**src/rtl/lut_config_loader_if.sv**
```systemverilog
// lut_config_loader_if: handshake and LUT configuration bus between a
// configuration source / LUT instance (master side) and the loader (slave side).
interface lut_config_loader_if;
    logic        i_valid;
    logic        o_ready;
    logic [15:0] i_word;
    logic [3:0]  o_addr;
    logic        o_data;
    logic        o_config_enable;
    logic [3:0]  o_lut_sel;
    logic        i_lut_out;
    logic        o_busy;
    logic        o_done;
    logic        o_verify_err;

    // Source + LUT side: offers words, returns the LUT lookup output.
    modport master (
        output i_valid, i_word, i_lut_out,
        input  o_ready, o_addr, o_data, o_config_enable, o_lut_sel,
               o_busy, o_done, o_verify_err
    );

    // Loader side.
    modport slave (
        input  i_valid, i_word, i_lut_out,
        output o_ready, o_addr, o_data, o_config_enable, o_lut_sel,
               o_busy, o_done, o_verify_err
    );
endinterface

```
**src/rtl/lut_config_loader.sv**
```systemverilog
// lut_config_loader: programs a 16-entry truth table into a 4-input LUT one
// entry at a time. Address/data are set up one cycle before config-enable
// rises and held until it falls, so the level-sensitive LUT storage never
// sees a transient.
// Optional feature macro: LUT_VERIFY_EN builds a readback pass that checks
// every entry through the LUT lookup path and raises a sticky error flag.
module lut_config_loader #(
    parameter int HOLD_CYCLES = 2
) (
    input  logic              clk,
    input  logic              rst,
    lut_config_loader_if.slave bus
);

    typedef enum logic [2:0] {
        ST_IDLE   = 3'd0,
        ST_SETUP  = 3'd1,
        ST_HOLD   = 3'd2,
        ST_VERIFY = 3'd3,
        ST_DONE   = 3'd4
    } state_e;

    localparam logic [3:0] HOLD_LAST = 4'(HOLD_CYCLES - 1);

    // Elaboration-time guard on the enable pulse width.
    generate
        if (HOLD_CYCLES < 1 || HOLD_CYCLES > 15) begin : g_bad_hold
            $error("lut_config_loader: HOLD_CYCLES=%0d is outside 1..15", HOLD_CYCLES);
        end
    endgenerate

    state_e      state_q, state_d;
    logic [3:0]  idx_q, idx_d;
    logic [3:0]  hold_cnt_q, hold_cnt_d;
    logic [15:0] word_q, word_d;
    logic        ready_q, ready_d;
    logic        busy_q, busy_d;
    logic        done_q, done_d;
    logic        cfg_en_q, cfg_en_d;
    logic [3:0]  addr_q, addr_d;
    logic        data_q, data_d;
`ifdef LUT_VERIFY_EN
    logic        phase_q, phase_d;
    logic        verr_q, verr_d;
    logic [3:0]  lut_sel_q, lut_sel_d;
`endif

    // Next-state logic plus output decode from the next state so every
    // output is a flop aligned with the state it belongs to.
    always_comb begin
        state_d    = state_q;
        idx_d      = idx_q;
        hold_cnt_d = hold_cnt_q;
        word_d     = word_q;
`ifdef LUT_VERIFY_EN
        phase_d    = phase_q;
        verr_d     = verr_q;
`endif
        case (state_q)
            ST_IDLE: begin
                if (bus.i_valid && ready_q) begin
                    word_d  = bus.i_word;
                    idx_d   = 4'd0;
                    state_d = ST_SETUP;
`ifdef LUT_VERIFY_EN
                    verr_d  = 1'b0;
`endif
                end else begin
                    state_d = ST_IDLE;
                end
            end
            ST_SETUP: begin
                hold_cnt_d = 4'd0;
                state_d    = ST_HOLD;
            end
            ST_HOLD: begin
                if (hold_cnt_q == HOLD_LAST) begin
                    hold_cnt_d = 4'd0;
                    if (idx_q != 4'd15) begin
                        idx_d   = idx_q + 4'd1;
                        state_d = ST_SETUP;
                    end else begin
                        idx_d   = 4'd0;
`ifdef LUT_VERIFY_EN
                        phase_d = 1'b0;
                        state_d = ST_VERIFY;
`else
                        state_d = ST_DONE;
`endif
                    end
                end else begin
                    hold_cnt_d = hold_cnt_q + 4'd1;
                end
            end
`ifdef LUT_VERIFY_EN
            ST_VERIFY: begin
                if (!phase_q) begin
                    // First cycle: lookup index is already on o_lut_sel.
                    phase_d = 1'b1;
                end else begin
                    // Second cycle: LUT output has settled, compare it.
                    phase_d = 1'b0;
                    if (bus.i_lut_out != word_q[idx_q]) begin
                        verr_d = 1'b1;
                    end else begin
                        verr_d = verr_q;
                    end
                    if (idx_q == 4'd15) begin
                        idx_d   = 4'd0;
                        state_d = ST_DONE;
                    end else begin
                        idx_d   = idx_q + 4'd1;
                    end
                end
            end
`endif
            ST_DONE: begin
                state_d = ST_IDLE;
            end
            default: begin
                state_d = ST_IDLE;
            end
        endcase

        ready_d  = (state_d == ST_IDLE);
        busy_d   = (state_d != ST_IDLE);
        done_d   = (state_d == ST_DONE);
        cfg_en_d = (state_d == ST_HOLD);

        // Address/data move only on entry to SETUP, where enable is low.
        if (state_d == ST_SETUP) begin
            addr_d = idx_d;
            data_d = word_d[idx_d];
        end else begin
            addr_d = addr_q;
            data_d = data_q;
        end

`ifdef LUT_VERIFY_EN
        if (state_d == ST_VERIFY) begin
            lut_sel_d = idx_d;
        end else begin
            lut_sel_d = lut_sel_q;
        end
`endif
    end

    // State and output registers with synchronous reset.
    always_ff @(posedge clk) begin
        if (rst) begin
            state_q    <= ST_IDLE;
            idx_q      <= 4'd0;
            hold_cnt_q <= 4'd0;
            word_q     <= 16'h0000;
            ready_q    <= 1'b0;
            busy_q     <= 1'b0;
            done_q     <= 1'b0;
            cfg_en_q   <= 1'b0;
            addr_q     <= 4'd0;
            data_q     <= 1'b0;
`ifdef LUT_VERIFY_EN
            phase_q    <= 1'b0;
            verr_q     <= 1'b0;
            lut_sel_q  <= 4'd0;
`endif
        end else begin
            state_q    <= state_d;
            idx_q      <= idx_d;
            hold_cnt_q <= hold_cnt_d;
            word_q     <= word_d;
            ready_q    <= ready_d;
            busy_q     <= busy_d;
            done_q     <= done_d;
            cfg_en_q   <= cfg_en_d;
            addr_q     <= addr_d;
            data_q     <= data_d;
`ifdef LUT_VERIFY_EN
            phase_q    <= phase_d;
            verr_q     <= verr_d;
            lut_sel_q  <= lut_sel_d;
`endif
        end
    end

    assign bus.o_ready         = ready_q;
    assign bus.o_busy          = busy_q;
    assign bus.o_done          = done_q;
    assign bus.o_config_enable = cfg_en_q;
    assign bus.o_addr          = addr_q;
    assign bus.o_data          = data_q;
`ifdef LUT_VERIFY_EN
    assign bus.o_lut_sel       = lut_sel_q;
    assign bus.o_verify_err    = verr_q;
`else
    assign bus.o_lut_sel       = 4'd0;
    assign bus.o_verify_err    = 1'b0;
`endif

endmodule

```
**src/flat_wrapper.sv**
```systemverilog
// flat-port wrapper written by rule: the top's interface ports become plain ports
module lut_config_loader_flat 
#(
    parameter int HOLD_CYCLES = 2
)
  (clk, rst, bus_i_valid, bus_i_word, bus_i_lut_out, bus_o_ready, bus_o_addr, bus_o_data, bus_o_config_enable, bus_o_lut_sel, bus_o_busy, bus_o_done, bus_o_verify_err);
  lut_config_loader_if bus_i ();
  input  logic clk;
  input  logic rst;
  input wire logic [$bits(bus_i.i_valid)-1:0] bus_i_valid;
  input wire logic [$bits(bus_i.i_word)-1:0] bus_i_word;
  input wire logic [$bits(bus_i.i_lut_out)-1:0] bus_i_lut_out;
  output wire logic [$bits(bus_i.o_ready)-1:0] bus_o_ready;
  output wire logic [$bits(bus_i.o_addr)-1:0] bus_o_addr;
  output wire logic [$bits(bus_i.o_data)-1:0] bus_o_data;
  output wire logic [$bits(bus_i.o_config_enable)-1:0] bus_o_config_enable;
  output wire logic [$bits(bus_i.o_lut_sel)-1:0] bus_o_lut_sel;
  output wire logic [$bits(bus_i.o_busy)-1:0] bus_o_busy;
  output wire logic [$bits(bus_i.o_done)-1:0] bus_o_done;
  output wire logic [$bits(bus_i.o_verify_err)-1:0] bus_o_verify_err;
  assign bus_i.i_valid = bus_i_valid;
  assign bus_i.i_word = bus_i_word;
  assign bus_i.i_lut_out = bus_i_lut_out;
  assign bus_o_ready = bus_i.o_ready;
  assign bus_o_addr = bus_i.o_addr;
  assign bus_o_data = bus_i.o_data;
  assign bus_o_config_enable = bus_i.o_config_enable;
  assign bus_o_lut_sel = bus_i.o_lut_sel;
  assign bus_o_busy = bus_i.o_busy;
  assign bus_o_done = bus_i.o_done;
  assign bus_o_verify_err = bus_i.o_verify_err;
  lut_config_loader #(.HOLD_CYCLES(HOLD_CYCLES)) u_core (.clk(clk), .rst(rst), .bus(bus_i));
endmodule
```
**config.mk**
```make
export PLATFORM = sky130hd
export DESIGN_NAME = lut_config_loader_flat
export DESIGN_NICKNAME = d
export VERILOG_FILES = /design/src/rtl/lut_config_loader_if.sv /design/src/rtl/lut_config_loader.sv /design/src/flat_wrapper.sv
export SDC_FILE = /design/constraint.sdc
export NUM_CORES = 1
export LEC_CHECK = 0
export ABC_AREA = 0
export CAP_MARGIN = 25
export CORE_MARGIN = 3
export CORE_UTILIZATION = 45
export CTS_BUF_LIST = sky130_fd_sc_hd__clkbuf_8
export DETAILED_ROUTE_END_ITERATION = 6
export PLACE_DENSITY = 0.7
export SYNTH_ARGS = -nofsm -noshare
export SYNTH_HDL_FRONTEND = slang
export SYNTH_SLANG_ARGS = --single-unit
```
**constraint.sdc**
```tcl
create_clock -name clk -period 4.6 [get_ports clk]
set_input_delay 0.92 -clock clk [delete_from_list [all_inputs] [get_ports clk]]
set_output_delay 0.92 -clock clk [all_outputs]
set_load 0.02 [all_outputs]
```
==> impl_metrics.yaml <==
clocking:
  post-cts-setup-buffers: 0
  cts_buffers: 5
  htreeDepth: 2
  cts_root_buf: "clkbuf_8"
  clk_latency_ns: 0.30
  cts_tree: "yes"
  cts.sinks: 36
  cts.hold.buffers_added: 0
  clkTransAtPathRegs_ns: 0.07
  cts_buffer_depth: 2
  ctsResizeCount: 0
setup_path:
  worst_setup_path_start_kind: "input pin"
  crit_type: "input pin to flop"
  end_kind: "flop"
  arrival_ns: 3.02
  cp_max_fo: 16
  required_ns: 4.81
final_layout:
  final_util_pct: 59.3
  antenna_cells: 0
  nets: 266
  drive_gt1_share_pct: 10.2
  multi_input_area_um2: 1040
  fill_cells: 361
  seq_area_um2: 721
  fin_area_um2: 2270
  final-instance-count-excl-fill: 292
  layout_common_cells: "44 x nand2_1, 36 x dfxtp_1, 27 x clkdlybuf4s50_1"
  mostFrequentLayoutCell: "nand2_1"
  area.growth.synth_to_final_pct: 22.0
yosys:
  ys_seq_area_share_pct: 38.7
  synthCells: 221
  synth-seq-cells: 36
  syn_area_um2: 1860
  synth_area_per_cell_um2: 8.42
  yosys_warnings: 0
  yosys.cell_types.count: 49
power:
  peakVddDrop_mv: 0.303
  cellLeakagePower_nw: 0.888
  pwr_density_cell_nw_per_um2: 365
  finalPower_mw: 0.829
floorplan:
  io_pins: 34
  chipWidth_um: 70.3
  rows: 22
  initial_core_util_pct: 48.6
  dieHeight_um: 70.3
  core_um2: 3830
  die-area_um2: 4940
timing:
  fin_worst_skew_ns: 0.00504
  hold_viol: 0
  finalSetupViolations: 0
  period_needed_ns: 2.81
  maxSlewViolCount: 0
  setup-tns-final_ns: 0
  grt_setup_unrepaired: "no"
  min_period_over_period_pct: 61.2
  max_freq_mhz: 355
drt:
  drc: 0
  post_drt_wl_per_cell_um: 12.8
  drtPass1Iterations: 4
  first_iter_violations: 102
  wirelength_um: 3720
  vias: 1586
  postRouteAntennaNets: 0
  via_per_inst: 5.43
grt:
  overflow: 0
  grt_pass1_vias: 1364
  grt_first_pass_wirelength_um: 6380
  grt.total_usage_pct: 16.1
  grt_antenna_before_repair: 0
  grt_start_max_net_pins: 27
placed_design:
  place_area_um2: 2110
  port-buffer-count: 27
  dpl.hpwl_um: 2580
  gp_congestion: 0.878
  place_inst: 284
hold_path:
  min_path_type: "flop to flop"
status:
  status: "finished clean"
flow_run:
  maxCapViolCount: 0
layout make-up:
class	instances	share of cell area [%]
repair buffers	29	12.6
clock inverters	3	3.97
flip-flops and latches	36	31.8
inverters	2	0.331
multi-input cells	169	45.7
clock buffers	5	3.03
well taps	48	2.65
flip-flops by register name, summed over array words and instances (netlist names):
signal / flops
u_core.bus.o_addr: 4
u_core.bus.o_busy: 1
u_core.bus.o_data: 1
u_core.bus.o_config_enable: 1
u_core.bus.o_done: 1
u_core.state_q: 3
u_core.word_q: 16
u_core.hold_cnt_q: 4
u_core.idx_q: 4
u_core.bus.o_ready: 1
cell usage after synthesis, drive strengths merged:
| cell | number | area (um^2) |
|---|---|---|
| dfxtp | 36 | 721 |
| inv | 2 | 7.51 |
| a311o | 1 | 10.0 |
| or3 | 2 | 12.5 |
| nand3 | 4 | 20.0 |
| nor2 | 17 | 66.3 |
| o22ai | 4 | 25.0 |
| nand2 | 46 | 183 |
| nor3b | 3 | 45.1 |
| nand2b | 3 | 18.8 |
| and3 | 3 | 20.0 |
| xor2 | 3 | 26.3 |
| clkbuf | 10 | 52.6 |
| o211ai | 1 | 7.51 |
| buf | 8 | 57.6 |
| a32oi | 2 | 17.5 |
| nor3 | 7 | 35.0 |
| a21oi | 27 | 146 |
| a22oi | 2 | 15.0 |
| o21ai | 3 | 15.0 |
| o32ai | 2 | 17.5 |
| mux2 | 4 | 45.0 |
| mux2i | 6 | 60.1 |
| nor2b | 2 | 12.5 |
| conb | 1 | 3.75 |
| nor4b | 2 | 38.8 |
| or3b | 3 | 31.3 |
| nor4 | 1 | 12.5 |
| a211oi | 4 | 30.0 |
| a31oi | 5 | 37.5 |
| ha | 3 | 37.5 |
| or2b | 1 | 7.51 |
| o41ai | 1 | 8.76 |
| and2 | 1 | 6.26 |
| o211a | 1 | 10.0 |
routing by layer:
layer	global-route usage [%]	share of wire (%)	up-vias
met1	21.5	49	727
met2	23.9	44	42
met3	4.17	5.5	7
li1	-	-	810
met4	7.66	2.1	0
met5	0	0	-
metrics by stage:
step | setup WS [ns] | hold WS, ns
detailed placement | 1.48 | 0.447
finish | 1.79 | 0.456
global route | 1.64 | 0.483
CTS | 1.78 | 0.458
floorplan | 2.31 | 0.432
global placement | 1.47 | 0.442
power breakdown:
| part | internal [mW] | switching [mW] | total, mW |
|---|---|---|---|
| clock | 0.271 | 0.118 | 0.390 |
| combinational | 0.0478 | 0.0548 | 0.103 |
| sequential | 0.327 | 0.0100 | 0.337 |
logic make-up (layout without fill, tap and decap cells):
logic type	after synthesis	after routing	synth area share, %
xor+xnor	3	3	1.41
simple gates	95	95	27.4
mux	10	10	5.65
compound gates	53	53	18.3
buf+inv	20	39	6.32
other cells	1	5	0.202
fa+ha+maj	3	3	2.02
flops	36	36	38.7
worst max-delay path, cell delays in order:
cell and delay [ns]:
clkdlybuf4s50_1 0.51, and2_1 0.37, buf_4 0.28, nor2_1 0.10, a21oi_1 0.15, o32ai_1 0.08
a311o_1 0.33, nor4_2 0.26
path summary, 6_finish.rpt:
| check | start | end | slack (ns) | cells after the start |
|---|---|---|---|---|
| setup / recovery | bus_i_valid | u_core.bus.o_data | 1.79 | 8 |
| hold / removal | u_core.word_q[4] | u_core.word_q[4] | 0.46 | 2 |
| setup reg to reg | u_core.idx_q[0] | u_core.bus.o_data | 1.93 | 8 |
| hold reg to reg | u_core.word_q[4] | u_core.word_q[4] | 0.46 | 2 |
(Power assumes the default switching activity.)
